===== src/rtl/tristate_bus_arbiter.sv =====
// Round-robin arbiter and sequencer for a shared tristate bus.
// Grants one requester at a time and drives one-hot, registered driver enables.
// A fixed all-off turnaround gap separates consecutive owners, so two drivers
// never fight on the net. Each ownership is bounded by a hold timeout.
module tristate_bus_arbiter #(
    parameter int N        = 4,
    parameter int HOLD_MAX = 8,
    parameter int TURN     = 1
) (
    input  logic                 clk,
    input  logic                 rst_n,
    input  logic [N-1:0]         req,
    input  logic [N-1:0]         done,
    output logic [N-1:0]         gnt,
    output logic [N-1:0]         drv_en,
    output logic                 bus_busy,
    output logic [$clog2(N)-1:0] owner_id,
    output logic                 timeout
);

    localparam int IDW = $clog2(N);
    localparam int HW  = $clog2(HOLD_MAX + 1);
    localparam int TW  = $clog2(TURN + 1);

    localparam logic [HW-1:0]  HOLD_LIM = HW'(HOLD_MAX);
    localparam logic [TW-1:0]  TURN_LIM = TW'(TURN);
    localparam logic [IDW-1:0] LAST_ID  = IDW'(N - 1);
    localparam logic [IDW:0]   N_EXT    = (IDW + 1)'(N);

    typedef enum logic [1:0] {
        S_IDLE  = 2'd0,
        S_DRIVE = 2'd1,
        S_TURN  = 2'd2
    } state_t;

    state_t         state_q, state_d;
    logic [N-1:0]   gnt_q,   gnt_d;
    logic [IDW-1:0] owner_q, owner_d;
    logic [IDW-1:0] ptr_q,   ptr_d;
    logic [HW-1:0]  hold_q,  hold_d;
    logic [TW-1:0]  turn_q,  turn_d;
    logic           tout_q,  tout_d;

    logic           win_vld;
    logic [IDW-1:0] win_idx;
    logic [IDW:0]   cand;

    logic           own_done;
    logic           own_req;
    logic           hold_hit;
    logic           release_now;

    // One-hot vector with only bit idx set.
    function automatic logic [N-1:0] onehot(input logic [IDW-1:0] idx);
        logic [N-1:0] v;
        v      = '0;
        v[idx] = 1'b1;
        return v;
    endfunction

    // Round-robin pick: first requesting index scanning upward from ptr+1,
    // wrapping, so the previous owner is considered last.
    always_comb begin
        win_vld = 1'b0;
        win_idx = '0;
        cand    = '0;
        for (int i = 1; i <= N; i++) begin
            cand = {1'b0, ptr_q} + (IDW + 1)'(i);
            if (cand >= N_EXT) begin
                cand = cand - N_EXT;
            end
            if (!win_vld && req[cand[IDW-1:0]]) begin
                win_vld = 1'b1;
                win_idx = cand[IDW-1:0];
            end
        end
    end

    // Release qualifiers for the current owner; other requesters' bits are ignored.
    always_comb begin
        own_done    = done[owner_q];
        own_req     = req[owner_q];
        hold_hit    = (hold_q == HOLD_LIM);
        release_now = own_done || !own_req || hold_hit;
    end

    // Next-state and registered-output logic for the IDLE/DRIVE/TURN sequencer.
    always_comb begin
        state_d = state_q;
        gnt_d   = gnt_q;
        owner_d = owner_q;
        ptr_d   = ptr_q;
        hold_d  = hold_q;
        turn_d  = turn_q;
        tout_d  = 1'b0;

        unique case (state_q)
            S_IDLE: begin
                if (win_vld) begin
                    state_d = S_DRIVE;
                    gnt_d   = onehot(win_idx);
                    owner_d = win_idx;
                    ptr_d   = win_idx;
                    hold_d  = HW'(1);
                    turn_d  = '0;
                end
            end

            S_DRIVE: begin
                if (release_now) begin
                    state_d = S_TURN;
                    gnt_d   = '0;
                    hold_d  = '0;
                    turn_d  = TW'(1);
                    // Only a pure hold-limit revocation counts as a timeout;
                    // a coincident done or dropped request is a normal release.
                    tout_d  = hold_hit && !own_done && own_req;
                end else begin
                    hold_d  = hold_q + HW'(1);
                end
            end

            S_TURN: begin
                // Drivers stay off for exactly TURN cycles before the next owner.
                if (turn_q == TURN_LIM) begin
                    turn_d = '0;
                    if (win_vld) begin
                        state_d = S_DRIVE;
                        gnt_d   = onehot(win_idx);
                        owner_d = win_idx;
                        ptr_d   = win_idx;
                        hold_d  = HW'(1);
                    end else begin
                        state_d = S_IDLE;
                    end
                end else begin
                    turn_d = turn_q + TW'(1);
                end
            end

            default: begin
                state_d = S_IDLE;
                gnt_d   = '0;
                hold_d  = '0;
                turn_d  = '0;
            end
        endcase
    end

    // State and output registers; reset clears the bus immediately, mid-grant included.
    always_ff @(posedge clk or negedge rst_n) begin
        if (!rst_n) begin
            state_q <= S_IDLE;
            gnt_q   <= '0;
            owner_q <= '0;
            ptr_q   <= LAST_ID;
            hold_q  <= '0;
            turn_q  <= '0;
            tout_q  <= 1'b0;
        end else begin
            state_q <= state_d;
            gnt_q   <= gnt_d;
            owner_q <= owner_d;
            ptr_q   <= ptr_d;
            hold_q  <= hold_d;
            turn_q  <= turn_d;
            tout_q  <= tout_d;
        end
    end

    assign gnt      = gnt_q;
    assign drv_en   = gnt_q;
    assign bus_busy = |gnt_q;
    assign owner_id = owner_q;
    assign timeout  = tout_q;

endmodule


===== config.mk =====
export PLATFORM = sky130hd
export DESIGN_NAME = tristate_bus_arbiter
export DESIGN_NICKNAME = d
export VERILOG_FILES = /design/src/rtl/tristate_bus_arbiter.sv
export SDC_FILE = /design/constraint.sdc
export NUM_CORES = 1
export LEC_CHECK = 0
export CORE_ASPECT_RATIO = 2
export CORE_UTILIZATION = 25
export CTS_CLUSTER_DIAMETER = 150
export DETAILED_ROUTE_END_ITERATION = 12
export PLACE_DENSITY = 0.42
export SLEW_MARGIN = 0
export SYNTH_ARGS = -nofsm -noshare
export SYNTH_HDL_FRONTEND = slang
export SYNTH_SLANG_ARGS = --single-unit
export TNS_END_PERCENT = 10

===== constraint.sdc =====
create_clock -name clk -period 2.38 [get_ports clk]
set_input_delay 0.714 -clock clk [delete_from_list [all_inputs] [get_ports clk]]
set_output_delay 0.714 -clock clk [all_outputs]
set_load 0.02 [all_outputs]

==> reports/results.txt <==
Status = finished clean
P per Cell Area = 1180 mW/mm²
Pin count of the biggest net entering global routing = 17
Post-synthesis mux area share = 7.92%
Area of the multi-input gates = 634 µm²
Die H = 95.4 µm
# H-tree levels = 1
Cell taking the most area after synthesis = dfrtp_1
Adder-cell area share of the yosys netlist = 6.89%
Hold Crit Class = flip-flop to flip-flop
Crit path max fanout = 2
Number of max-cap violations = 0
GR Overflow Total = 0
Register area = 403 µm²
Fin. Hold Viols = 0
Startpoint types = primary input
XOR/XNOR Fraction of Synth Area = 0%
Total die area = 0.00464 mm²
Remaining antenna violation count after routing = 0
Fillcell total = 442
Unique cell type count in the Yosys netlist = 36
Yosys top cell area share = 32.1%
1st-pass router iterations = 4
Main combinational cell family by area after synthesis = simple AND/OR/NAND/NOR gates
Pleak = 0.652 nW
Synth Area in Compound Gates = 18.6%
Mapped Area = 0.00109 mm²
# diodes = 0
Simple logic cell fraction of the synthesized area = 24.8%
WP data required = 2.51 ns
Clock sink count = 16
Residual DRC = 0
Share of post-route cells with drive strength above 1 = 18.9%
Row count = 33
Post-place setup slack = -0.129 ns
I/O pins = 22
Root buffer cell = clkbuf_8
Minimum clock period after layout = 2.24 ns
Num CTS Buffers = 3
Initial antenna violation count = 0
Final setup fails = 0
Synthesized area per cell = 9.91 µm²
Post-route setup TNS = 0 ns
Initial core utilization = 26.4%
Synth area leaders = dfrtp_1, ha_1, dfstp_2
Cells after Synth = 110
Layout Area Growth over Synthesis = 39.2%
Actual slew at the worst max-slew pin = 0.348 ns
Period utilisation layout = 94.0%
Worst vdd ir = 0.000499 V
RD Place Congestion = 0.766
Setup ws final = 0.142 ns
Final WL = 2880 µm
Reg clk slew, reported paths = 0.07 ns
RSZ-0062 raised after global routing = no
Detailed Place HPWL = 2440 µm
Final nets = 165
Die width = 48.7 µm
Core ar. = 0.00413 mm²
PortBufs = 21
Routed vias/inst = 4.80
CP Capture Type = flip-flop
Bufs on Longest Clock Path = 2
Clock skew = 0.00319 ns
Skew-Pair Late Insertion Delay = 0.25 ns
Routed wire length per instance = 14.4 µm
Fmax = 0.447 GHz
CP Class = primary input to flip-flop
CTS Hold Buffers Added = 0
Mapped Nets = 126
Global-route wire length before repair = 4760 µm
Total number of vias = 960
Yosys Warn Count = 0
Worst path arrival time = 2.37 ns
Register area share after synthesis = 37.0%
Normalized max-slew margin = 76.1%
CTS tree = built
Post-CTS setup buffer count = 0
Drt initial violations = 8
Final core occ = 36.7%
Synthesis-stage register bit count = 16
Vias in the first global route = 1030
Slew Limit Fails = 0
Worst Hold Slack = 0.536 ns
GRT Total Usage = 13.5%
==> metrics by stage <==
| stage | cell area, µm² | std cells | power (mW) |
|---|---|---|---|
| detailed placement | 1460 | 196 | 1.57 |
| global placement | 1460 | 196 | 1.56 |
| global route | 1520 | 200 | 1.93 |
| floorplan | 1090 | 110 | 1.14 |
| finish | 1520 | 200 | 1.79 |
| CTS | 1520 | 200 | 1.81 |
==> final timing paths <==
path / from / end / slack (ns) / depth (start not counted)
min: ptr_q[0] / ptr_q[0] / 0.54 / 2
min reg2reg: ptr_q[0] / ptr_q[0] / 0.54 / 2
max: done[3] / state_q[1] / 0.14 / 5
max reg2reg: state_q[0] / drv_en[3] / 0.43 / 7
max in group asynchronous: rst_n / ptr_q[0] / 1.34 / 2
min in group asynchronous: rst_n / hold_q[3] / 0.79 / 2
==> where the power goes <==
part	total, mW	internal, mW	switching (mW)	leakage [nW]
combinational	1.04	0.512	0.529	0.419
clock	0.245	0.147	0.0986	0.0288
sequential	0.499	0.385	0.115	0.204
total	1.79	1.04	0.742	0.652
==> cells by family after synthesis <==
kind of cell,Yosys count
buffers and inverters,10
AND/OR/NAND/NOR,45
AO/OA/AOI/OAI,27
adder cells (fa/ha/maj),6
multiplexers,6
flip-flops,16
==> layer usage <==
metal  global-route usage [%]  wire [µm]  share of wire (%)
met5                        0          0                  0
met3                     1.59         64                2.2
met1                     12.2       1010                 35
met2                     28.5       1760                 61
met4                     5.88         34                1.2
==> Yosys cell counts <==
library cell and count:
nor2_1 9, a32o_1 4, o21ai_1 4, a21boi_0 2, and3b_1 1, dfstp_2 2, mux2i_1 3, nor4b_1 1
a2bb2oi_1 1, dfrtp_1 14, a21oi_1 2, o21ai_0 3, o31ai_1 1, nor4_4 2, o21bai_1 1, nand3_1 3
a21o_1 1, mux4_2 2, inv_1 6, or3_1 1, nand2_1 8, or4_1 1, nand3b_1 1, a22o_1 3
and2_1 1, nor2b_1 7, a22o_2 1, a311oi_1 1, o41ai_1 1, buf_4 4, ha_1 6, and3_1 1
nor3_1 2, mux2_1 1, nand2b_1 7, a31o_1 2
==> layout by cell type, fill, tap and decap left out, types with 3 or more instances in the layout <==
cell type,n
ha_1,6
nand3_1,3
o21ai_1,4
nor2_1,9
clkbuf_8,4
dfrtp_1,14
a32o_1,4
buf_4,17
a22o_1,3
nand2b_1,7
inv_1,6
nor2b_1,7
nand2_1,8
o21ai_0,3
mux2i_1,3
clkdlybuf4s50_1,20
==> registers in the layout, summed over array words and instances, names as in the netlist <==
| name | flops |
|---|---|
| ptr_q | 2 |
| turn_q | 1 |
| drv_en | 4 |
| state_q | 2 |
| owner_id | 2 |
| timeout | 1 |
| hold_q | 4 |
==> repair_timing <==
item / in CTS / in global routing
endpoints found under the hold margin: 0 / 0
gates resized for setup: 1 / 0
endpoints found under the setup margin: 1 / 0
==> cell type report <==
class,count,area share (%)
inverter,6,1.49
sequential,16,26.6
multi-input combinational,84,41.8
tap,52,4.29
timing repair buffer,38,22.2
clock buffer,4,3.63
==> worst max-delay path: stages <==
cell and delay [ns]:
clkdlybuf4s50_1 0.42, nand2b_1 0.17, mux4_2 0.49, o21ai_1 0.23, mux2_1 0.35
Note: power is estimated with default switching activity, not from simulation.
